`config.mk`:
```
export PLATFORM = sky130hd
export DESIGN_NAME = audio_mem_arbiter
export DESIGN_NICKNAME = d
export VERILOG_FILES = /design/src/rtl/audio_mem_arbiter.sv
export SDC_FILE = /design/constraint.sdc
export NUM_CORES = 1
export LEC_CHECK = 0
export BUFFER_PORTS_ARGS = -buffer_cell sky130_fd_sc_hd__clkbuf_2
export CORE_AREA = 2 2 98 100
export CTS_CLUSTER_SIZE = 14
export DETAILED_ROUTE_END_ITERATION = 7
export DIE_AREA = 0 0 100 102
export SLEW_MARGIN = 20
export SYNTH_ARGS = -nofsm -noshare
export SYNTH_HDL_FRONTEND = slang
export SYNTH_SLANG_ARGS = --single-unit
export TNS_END_PERCENT = 50
```
`constraint.sdc`:
```
create_clock -name clk -period 1.4 [get_ports clk]
set_input_delay 0 -clock clk [delete_from_list [all_inputs] [get_ports clk]]
set_output_delay 0 -clock clk [all_outputs]
set_load 0.01 [all_outputs]
```
`src/rtl/audio_mem_arbiter.sv`:
```
// audio_mem_arbiter
// Two-master Avalon-MM arbiter in front of a single-port on-chip RAM.
// Port 0 is the audio sample DMA writer and port 1 is the UART/CPU bridge.
// A grant is decided combinationally each cycle using round-robin priority.
// An optional lock lets one port own the RAM for read-modify-write
// sequences, and the lock is broken if it is held for too long.
// Read data is broadcast to both masters, and a tag pipeline that matches
// the RAM read latency steers readdatavalid to the master that issued the
// read.
module audio_mem_arbiter #(
  parameter int ADDR_W       = 11,
  parameter int DATA_W       = 32,
  parameter int BE_W         = 4,
  parameter int READ_LATENCY = 1,
  parameter int LOCK_MAX     = 64
) (
  input  logic              clk,
  input  logic              reset_n,
  input  logic [ADDR_W-1:0] m0_address,
  input  logic              m0_read,
  input  logic              m0_write,
  input  logic [BE_W-1:0]   m0_byteenable,
  input  logic [DATA_W-1:0] m0_writedata,
  input  logic              m0_lock,
  output logic              m0_waitrequest,
  output logic [DATA_W-1:0] m0_readdata,
  output logic              m0_readdatavalid,
  input  logic [ADDR_W-1:0] m1_address,
  input  logic              m1_read,
  input  logic              m1_write,
  input  logic [BE_W-1:0]   m1_byteenable,
  input  logic [DATA_W-1:0] m1_writedata,
  input  logic              m1_lock,
  output logic              m1_waitrequest,
  output logic [DATA_W-1:0] m1_readdata,
  output logic              m1_readdatavalid,
  output logic [ADDR_W-1:0] mem_address,
  output logic [BE_W-1:0]   mem_byteenable,
  output logic              mem_chipselect,
  output logic              mem_write,
  output logic [DATA_W-1:0] mem_writedata,
  output logic              mem_clken,
  input  logic [DATA_W-1:0] mem_readdata,
  output logic              lock_timeout
);

  localparam int CNT_W = $clog2(LOCK_MAX + 1);

  logic req0, req1;
  logic gnt0, gnt1;
  logic gnt_any, gnt_port, gnt_rd, gnt_lock;
  logic prio_ptr;              // 0: port 0 wins contention, 1: port 1 wins
  logic lock_vld;
  logic lock_own;
  logic [CNT_W-1:0] lock_cnt;
  logic timeout_hit, owner_rel;

  // Read-return tag pipeline: one {valid, port} pair per RAM latency stage
  logic [READ_LATENCY-1:0] vld_p;
  logic [READ_LATENCY-1:0] port_p;

  assign req0 = m0_read | m0_write;
  assign req1 = m1_read | m1_write;

  // Grant selection: the lock owner is exclusive, otherwise round-robin;
  // nothing is granted while reset is asserted
  always_comb begin
    gnt0 = 1'b0;
    gnt1 = 1'b0;
    if (reset_n) begin
      if (lock_vld) begin
        gnt0 = req0 & ~lock_own;
        gnt1 = req1 & lock_own;
      end else if (req0 & req1) begin
        gnt0 = ~prio_ptr;
        gnt1 = prio_ptr;
      end else begin
        gnt0 = req0;
        gnt1 = req1;
      end
    end
  end

  assign gnt_any  = gnt0 | gnt1;
  assign gnt_port = gnt1;
  // Read+write together counts as a write, so a read needs write low
  assign gnt_rd   = (gnt0 & ~m0_write) | (gnt1 & ~m1_write);
  assign gnt_lock = (gnt0 & m0_lock) | (gnt1 & m1_lock);

  assign m0_waitrequest = req0 & ~gnt0;
  assign m1_waitrequest = req1 & ~gnt1;

  // RAM drive: the granted port's fields, or all zero when idle
  always_comb begin
    mem_address    = '0;
    mem_byteenable = '0;
    mem_writedata  = '0;
    mem_chipselect = 1'b0;
    mem_write      = 1'b0;
    if (gnt0) begin
      mem_address    = m0_address;
      mem_byteenable = m0_byteenable;
      mem_writedata  = m0_writedata;
      mem_chipselect = 1'b1;
      mem_write      = m0_write;
    end else if (gnt1) begin
      mem_address    = m1_address;
      mem_byteenable = m1_byteenable;
      mem_writedata  = m1_writedata;
      mem_chipselect = 1'b1;
      mem_write      = m1_write;
    end
  end

  assign mem_clken = 1'b1;

  // A release by the owner takes precedence over a timeout in the same cycle
  assign timeout_hit = lock_vld & (lock_cnt == CNT_W'(LOCK_MAX - 1));
  assign owner_rel   = lock_vld & gnt_any & ~gnt_lock;

  // Lock ownership, hold counter, timeout flag and priority pointer
  always_ff @(posedge clk or negedge reset_n) begin
    if (!reset_n) begin
      lock_vld     <= 1'b0;
      lock_own     <= 1'b0;
      lock_cnt     <= '0;
      lock_timeout <= 1'b0;
      prio_ptr     <= 1'b0;
    end else begin
      if (lock_vld) begin
        if (owner_rel) begin
          lock_vld <= 1'b0;
          lock_cnt <= '0;
        end else if (timeout_hit) begin
          lock_vld     <= 1'b0;
          lock_cnt     <= '0;
          lock_timeout <= 1'b1;
        end else begin
          lock_cnt <= lock_cnt + CNT_W'(1);
        end
      end else if (gnt_any & gnt_lock) begin
        lock_vld <= 1'b1;
        lock_own <= gnt_port;
        lock_cnt <= '0;
      end

      if (timeout_hit & ~owner_rel)
        prio_ptr <= ~lock_own;
      else if (gnt_any)
        prio_ptr <= ~gnt_port;
    end
  end

  // Stage p0 captures the granted read; later stages track RAM latency
  always_ff @(posedge clk or negedge reset_n) begin
    if (!reset_n) begin
      vld_p <= '0;
    end else begin
      vld_p[0] <= gnt_rd;
      for (int i = 1; i < READ_LATENCY; i++)
        vld_p[i] <= vld_p[i-1];
    end
  end

  // The port tag is qualified by vld_p, so it needs no reset
  always_ff @(posedge clk) begin
    port_p[0] <= gnt_port;
    for (int i = 1; i < READ_LATENCY; i++)
      port_p[i] <= port_p[i-1];
  end

  // Output stage: steer the valid strobe and broadcast read data
  assign m0_readdatavalid = vld_p[READ_LATENCY-1] & ~port_p[READ_LATENCY-1];
  assign m1_readdatavalid = vld_p[READ_LATENCY-1] & port_p[READ_LATENCY-1];
  assign m0_readdata      = mem_readdata;
  assign m1_readdata      = mem_readdata;

endmodule

```
After elaboration in Yosys (flattened, before gate mapping)
Index checks and enable logic that the tools add are counted.
{"block": "classes", "n_addsub": 1, "reduce_logical": 4, "mux": 26, "bitwise": 31, "n_eq_ne": 1}
{"cell": "$mux W32", "n": 2}
{"cell": "$mux W7", "n": 4}
{"cell": "$mux W11", "n": 2}
{"cell": "$and A1 B1 Y1", "n": 16}
{"cell": "$mux W1", "n": 16}
{"cell": "$not A1 Y1", "n": 10}
{"cell": "$mux W4", "n": 2}
{"cell": "$add A7 B1 Y7 const B", "n": 1}
{"cell": "$eq A7 B6 Y1 const B", "n": 1}
{"cell": "$or A1 B1 Y1", "n": 5}
{"cell": "$reduce_bool A2 Y1", "n": 2}
{"cell": "$reduce_and A3 Y1", "n": 1}
{"cell": "$reduce_and A2 Y1", "n": 1}
{"block": "word_totals", "input_bits": 134, "out_inout_bits": 119, "word_cells": 70, "register_bits": 13}

Logic depth before layout (Yosys ltp)
Gate-level depths: netlist of the first run.
{"block": "depth", "depth_word": 12, "mapped_depth": 7, "depth_no_buf": 5}

Worst setup path after synthesis of the first run
OpenSTA, ideal clock, no wires.
{"block": "synth_path", "path_type": "register to output", "from": "register lock_vld", "to": "output mem_address[0]", "n_path_buf": 2, "path_stages_with_launch": 7, "arrival_ps": 1564, "slack_ps": -164, "required_time_ps": 1400, "cell_sequence": "dfrtp_1 -> or2_1 -> o2111ai_2 -> inv_2 -> buf_4 -> buf_2 -> a22o_1"}
{"block": "synth_between", "elab_chain_cells": 4, "word_cells_on_any_way": 6}
{"element": "start, declared", "line_no": "53", "rtl": "logic lock_vld;"}
{"element": "start signal, assigned", "line_no": "124", "rtl": "lock_vld <= 1'b0;"}
{"element": "start signal, assigned", "line_no": "132", "rtl": "lock_vld <= 1'b0;"}
{"element": "start signal, assigned", "line_no": "135", "rtl": "lock_vld <= 1'b0;"}
{"element": "$mux W1", "line_no": "71", "rtl": "if (lock_vld) begin"}
{"element": "$mux W1", "line_no": "70", "rtl": "if (reset_n) begin"}
{"element": "$mux W11", "line_no": "106", "rtl": "end else if (gnt1) begin"}
{"element": "$mux W11 *", "line_no": "100", "rtl": "if (gnt0) begin"}
{"element": "end, declared", "line_no": "37", "rtl": "output logic [ADDR_W-1:0] mem_address,"}
Mark *: on every way between the ends. The rest lies on a longest branch, timed or not.

Worst setup path in the final report of the first run
{"block": "layout_path", "from": "register lock_vld", "to": "output mem_writedata[24]"}
{"block": "layout_between", "elab_chain_cells": 4, "word_cells_on_any_way": 6}
{"element": "$mux W1", "line_no": "71"}
{"element": "$mux W1", "line_no": "70"}
{"element": "$mux W32", "line_no": "106"}
{"element": "$mux W32 *", "line_no": "100"}
{"element": "end, declared", "line_no": "41", "rtl": "output logic [DATA_W-1:0] mem_writedata,"}
Marked as above.

==> impl_metrics.toml, run 1 <==
[detailed_routing]
drt_iter0_markers = 61
routedWlPerCell_um = 17.0
drt_wl_total_mm = 7.35
dr_total_vias = 1979
drt_first_pass_iters = 4
drtAntennaViolNets = 0
viasPerCell = 4.58
drc = 0

[yosys]
synth_fp_nets = 337
syn_avg_cell_area_um2 = 8.75
synthesis.instances = 202
synth_edf_count = 0
synth_cell_types = 43
synth_area_mm2 = 0.00177
async_reset_ff_frac = 0.923
synth_ff_type = "dfrtp_1"
seq_area_frac_synth = 0.181
synth-seq-cells = 13
yosysWarnings = 0

[die]
core-area_mm2 = 0.00911
die_area_mm2 = 0.0102
die_w_um = 100
initial_core_util = 0.194
io_pins = 253
die_y_um = 102
rows = 35

[power_and_ir_drop]
peakVddDrop_uv = 1030
p_leak_nw = 1.43
p_per_area_mw_per_mm2 = 1450

[timing]
fmax_ghz = 0.553
period_needed_ns = 1.81
setup_ws_ns = -0.408
fin_crit_sh = 1.29
tightest_slew_ns = 0.588
hold_viol_final = 0
worst_hold_slack_ns = 0.00000762
slew_viol_final = 0
slew-limit-headroom = 0.607
final-setup-viol-count = 63
skew_ns = 0.00181
fin_tns_setup_ns = -20.25
rsz0062_at_grt = "true"

[status]
status = "complete, but fails checks"
violations = "setup timing"

[flow_run]
drv_cap = 0

[cts]
htree_levels = 1
clkLatencyLatePin_ns = 0.24
cts.path.max_buffers = 2
clk_pin_slew_ns = 0.05
cts_num_sinks = 13
cts_tree = "done"
cts-root-buf = "clkbuf_8"
numCtsBuffers = 3

[min_path]
min_path_type = "input port to primary output"

[setup_path]
slowest_delay_ns = 0.42
worstSetupStartpointType = "flop"
worstSetupPathType = "flop to primary output"
path_cells = "a21bo_2 > a211oi_4 > buf_12 > buf_16 > a22o_1 > buf_2"
worstPathMaxFanout = 14
cp.required_ns = 1.40
crit_path_end_kind = "primary output"
slowest_stage = "dfrtp_1"
worstPathArrival_ns = 1.81

[finish]
multiInputGateArea_um2 = 945
final_cell_count_no_fill = 432
nFillCells = 981
finalNetCount = 457
drive_above_1_share = 0.654
n_antenna_cell = 0
seqCellArea_um2 = 320
stdcell_area_mm2 = 0.00262
syn_to_final_growth_pct = 48.2

[placed_design]
post-place-ws_ns = -0.319
dpl.cell_count = 419
dp_hpwl_mm = 5.94
gp_congestion = 0.787
portBuffers = 155
dpl_cell_area_mm2 = 0.00234

[global_routing]
grt_pass1_wl_mm = 10.3
grt-ovfl-total = 0
antenna_found_initial = 0
grt_pass1_vias = 1941
grt_max_degree = 29
grtUsageTotal = 0.129
## logic make-up after synthesis
family                   count (synthesis)  synth area share
buffers and inverters                   80             0.318
AO/OA/AOI/OAI                           79             0.400
AND/OR/NAND/NOR                         26            0.0814
flip-flops                              13             0.181
XOR/XNOR                                 2           0.00992
adder cells (fa/ha/maj)                  1           0.00708
other                                    1           0.00212
## Yosys cell counts (2+ instances only)
cell      instances  area [um2]
a211o_1           2        17.5
a21oi_1           3        15.0
a22o_1           49         429
a32o_1            5        50.1
and2_1            2        12.5
buf_1             2        7.51
buf_2             5        25.0
buf_4            68         510
clkbuf_1          2        7.51
dfrtp_1          12         300
inv_2             2        7.51
nand2_1           3        11.3
nand2b_1          2        12.5
nand3_1           3        15.0
nor2_1            5        18.8
nor2b_1           4        25.0
o211a_1           2        20.0
o211ai_1          2        15.0
o21ai_0           3        15.0
o31ai_1           2        15.0
or2_1             2        12.5
## through the flow
stage	power, W	util
floorplan	0.00216	-
global placement	0.00298	0.257
detailed placement	0.00301	0.257
CTS	0.00377	0.285
global route	0.00406	0.288
finish	0.00379	0.288
## power by group
part,switching (W),leakage [nW],internal [W]
registers,0.0000747,0.167,0.000474
clock network,0.000126,0.0228,0.000201
logic,0.00143,1.24,0.00148
## final timing paths
kind                                          end             start  cells after the start  slack (ns)
worst max register to register        lock_cnt[1]          lock_vld                      6       -0.37
worst max-delay path            mem_writedata[24]          lock_vld                      6       -0.41
min in group asynchronous                lock_own           reset_n                      3        0.48
worst min register to register       lock_timeout      lock_timeout                      1        0.46
max in group asynchronous             lock_cnt[4]           reset_n                      3        0.54
worst min-delay path              m0_readdata[20]  mem_readdata[20]                      0    0.000008
## worst max-delay path: cells and delay by family, from the launching register on
| kind | cells | cell delay [ns] |
|---|---|---|
| compound gates | 3 | 0.68 |
| buf+inv | 3 | 0.47 |
| flops | 1 | 0.42 |
## what timing repair did
action / 4_1_cts / 5_1_grt
pin swaps: 18 / 4
cloned: 2 / 0
setup buffers: 4 / 2
resized for setup: 26 / 5
endpoints found under the setup margin: 64 / 63
endpoints found under the hold margin: 12 / 0
hold buffers: 1 / 0
## cell type report
type	count	area share
Multi-Input combinational cell	109	0.361
Tap cell	111	0.0530
Clock buffer	4	0.0172
Inverter	3	0.00430
Timing Repair Buffer	192	0.442
Sequential cell	13	0.122
## cell usage in the layout, fill, tap and decap left out, types with 5 or more instances in the layout
master / Yosys / final
a32o_1: 5 / 5
a22o_1: 49 / 46
dfrtp_1: 12 / 12
clkbuf_2: 0 / 151
buf_4: 68 / 28
nor2_1: 5 / 5
## registers in the layout (all words and copies together), names as in the netlist
name          cells
lock_own          1
lock_timeout      1
prio_ptr          1
vld_p             1
lock_cnt          7
port_p            1
lock_vld          1
## metal layers
layer	routed length, um	global-route usage	vias to the layer above
met4	89	0.0285	0
met2	3750	0.230	124
met3	680	0.0451	8
met5	0	0	-
li1	-	-	929
met1	2830	0.150	918
Power figures use the tool's default switching activity.
==> run 2, diff against run 1 <==
- ABC_AREA: default -> 1
- CORE_AREA: 2 2 98 100 -> 2 2 97 99
- CTS_BUF_LIST: default -> sky130_fd_sc_hd__clkbuf_8 sky130_fd_sc_hd__clkbuf_16
- DIE_AREA: 0 0 100 102 -> 0 0 99 101
==> impl_metrics.toml, run 2 <==
[status]
status = "complete, but fails checks"
violations = "setup timing"

[timing]
worst_hold_slack_ns = 0.00000570
setup_ws_ns = -0.280
fin_tns_setup_ns = -12.59
skew_ns = 0.00153
hold_viol_final = 0
slew_viol_final = 0
fmax_ghz = 0.595
period_needed_ns = 1.68
rsz0062_at_grt = "true"
final-setup-viol-count = 63
fin_crit_sh = 1.20

[finish]
nFillCells = 997
final_common_cell = "nand2_1"
stdcell_area_mm2 = 0.00291
layout_common_cells = "132 x nand2_1, 118 x clkbuf_2, 32 x nand2_2"
largest_reg_flops = 7
n_antenna_cell = 0
syn_to_final_growth_pct = 54.2
drive_above_1_share = 0.569
largest_register = "lock_cnt"
finalNetCount = 568

[yosys]
synth-seq-cells = 13
yosysTopAreaCell = "nand2_1"
syn_avg_cell_area_um2 = 5.98
synth_area_mm2 = 0.00188
synth_cell_types = 30
synthTopCellsByCount = "168 x nand2_1, 65 x buf_4, 12 x dfrtp_1, 12 x inv_1, 9 x nand3_1"
synth_edf_count = 0
seq_area_frac_synth = 0.170
synth_ff_type = "dfrtp_1"
synth_fp_nets = 450
post-synth-top-area-fraction = 0.335
synth_area_leaders = "nand2_1 33%, buf_4 26%, dfrtp_1 16%"
synth_most_common_cell = "nand2_1"
synthesis.instances = 315
yosysWarnings = 0
async_reset_ff_frac = 0.923

[setup_path]
critPathTopFamily = "buffers and inverters"
worstSetupStartpointType = "flop"
worstPathMaxFanout = 8
slowest_stage = "dfrtp_2"
crit_path_end_kind = "primary output"
worstSetupPathType = "flop to primary output"
path_buf_inv = 5
cp.required_ns = 1.40
worstPathArrival_ns = 1.68
slowest_delay_ns = 0.44
path_cells = "buf_6 > a21oi_2 > nand2_2 > nand3_4 > inv_8 > buf_12 > buf_6 > nand2_2 > nand2_1 > buf_2"

[die]
die_y_um = 101
die_area_mm2 = 0.0100
io_pins = 253
initial_core_util = 0.210
core-area_mm2 = 0.00898
die_w_um = 99
rows = 35

[cts]
htree_levels = 1
cts-root-buf = "clkbuf_8"
numCtsBuffers = 3
cts_tree = "done"
clkLatencyLatePin_ns = 0.24
cts.path.max_buffers = 2
cts_num_sinks = 13
clk_pin_slew_ns = 0.05

[power_and_ir_drop]
peakVddDrop_uv = 418
p_leak_nw = 1.80
p_per_area_mw_per_mm2 = 1420

[detailed_routing]
dr_total_vias = 2253
drc = 0
drtAntennaViolNets = 0
drt_first_pass_iters = 4
drt_wl_total_mm = 7.60
drt_iter0_markers = 57
routedWlPerCell_um = 14.0
viasPerCell = 4.15

[placed_design]
dp_hpwl_mm = 5.92
portBuffers = 155
post-place-ws_ns = -0.137
dpl_cell_area_mm2 = 0.00241
gp_congestion = 0.801

[min_path]
min_path_type = "input port to primary output"

[global_routing]
grt_max_degree = 21
antenna_found_initial = 0
grt_pass1_wl_mm = 10.5
grtUsageTotal = 0.135
grt_pass1_vias = 1998
grt-ovfl-total = 0

[flow_run]
drv_cap = 0
## run 2: cell types whose count changed in the layout (fill, tap and decap cells not counted), sizes merged, moves of 5 or more
cell    before  now
buf         40   68
nand3        3   10
a22o        49    0
nand2        3  174
a32o         5    0
inv          3   14
clkbuf     155  122
## run 2: logic make-up after synthesis
group           after synthesis  share of synthesized area
simple gates                196                      0.440
flops                        13                      0.170
other cells                   1                    0.00199
xor+xnor                      4                     0.0186
compound gates               10                     0.0325
buf+inv                      90                      0.331
fa+ha+maj                     1                    0.00664
## run 2: metal layers
layer / vias to the layer above / share of wire / GRT usage
met5: - / 0 / 0
met1: 1007 / 0.40 / 0.171
met2: 123 / 0.50 / 0.235
met3: 3 / 0.10 / 0.0381
met4: 0 / 0.0036 / 0.0179
li1: 1120 / - / -
## run 2: layout make-up
cell class	instances	area, um2	area share
clock buffer	3	41.3	0.0142
clock inverter	1	3.75	0.00129
inverter	14	65.1	0.0224
multi-input combinational	212	1110	0.381
sequential	13	322	0.111
tap	111	139	0.0478
timing repair buffer	189	1230	0.422
## run 2: timing repair
action,4_1_cts,5_1_grt
setup buffers,8,1
pin swaps,10,12
cloned,4,0
endpoints found under the hold margin,13,0
endpoints found under the setup margin,62,62
gates resized for setup,55,59
hold buffers,2,0
## run 2: final timing paths
kind                       slack, ns             start           endpoint  depth (start not counted)
setup / recovery               -0.28          lock_vld  mem_writedata[24]                         10
hold / removal              0.000006  mem_readdata[17]    m0_readdata[17]                          0
setup reg to reg               -0.26          lock_vld           prio_ptr                         11
hold reg to reg                 0.48      lock_timeout       lock_timeout                          2
max in group asynchronous       0.69           reset_n           lock_vld                          3
min in group asynchronous       0.28           reset_n              vld_p                          2
## run 2: metrics by stage
step | utilization | power, W | std cells
2_1_floorplan | - | 0.00213 | 315
3_3_place_gp | 0.268 | 0.00298 | 525
3_5_place_dp | 0.268 | 0.00302 | 525
4_1_cts | 0.315 | 0.00406 | 543
5_1_grt | 0.324 | 0.00448 | 543
6_report | 0.324 | 0.00412 | 543
## run 2: power breakdown
group / leakage (nW) / switching (W) / internal (W)
Sequential: 0.160 / 0.0000942 / 0.000492
Clock: 0.0269 / 0.000136 / 0.000194
Combinational: 1.61 / 0.00169 / 0.00152
Total: 1.80 / 0.00192 / 0.00220
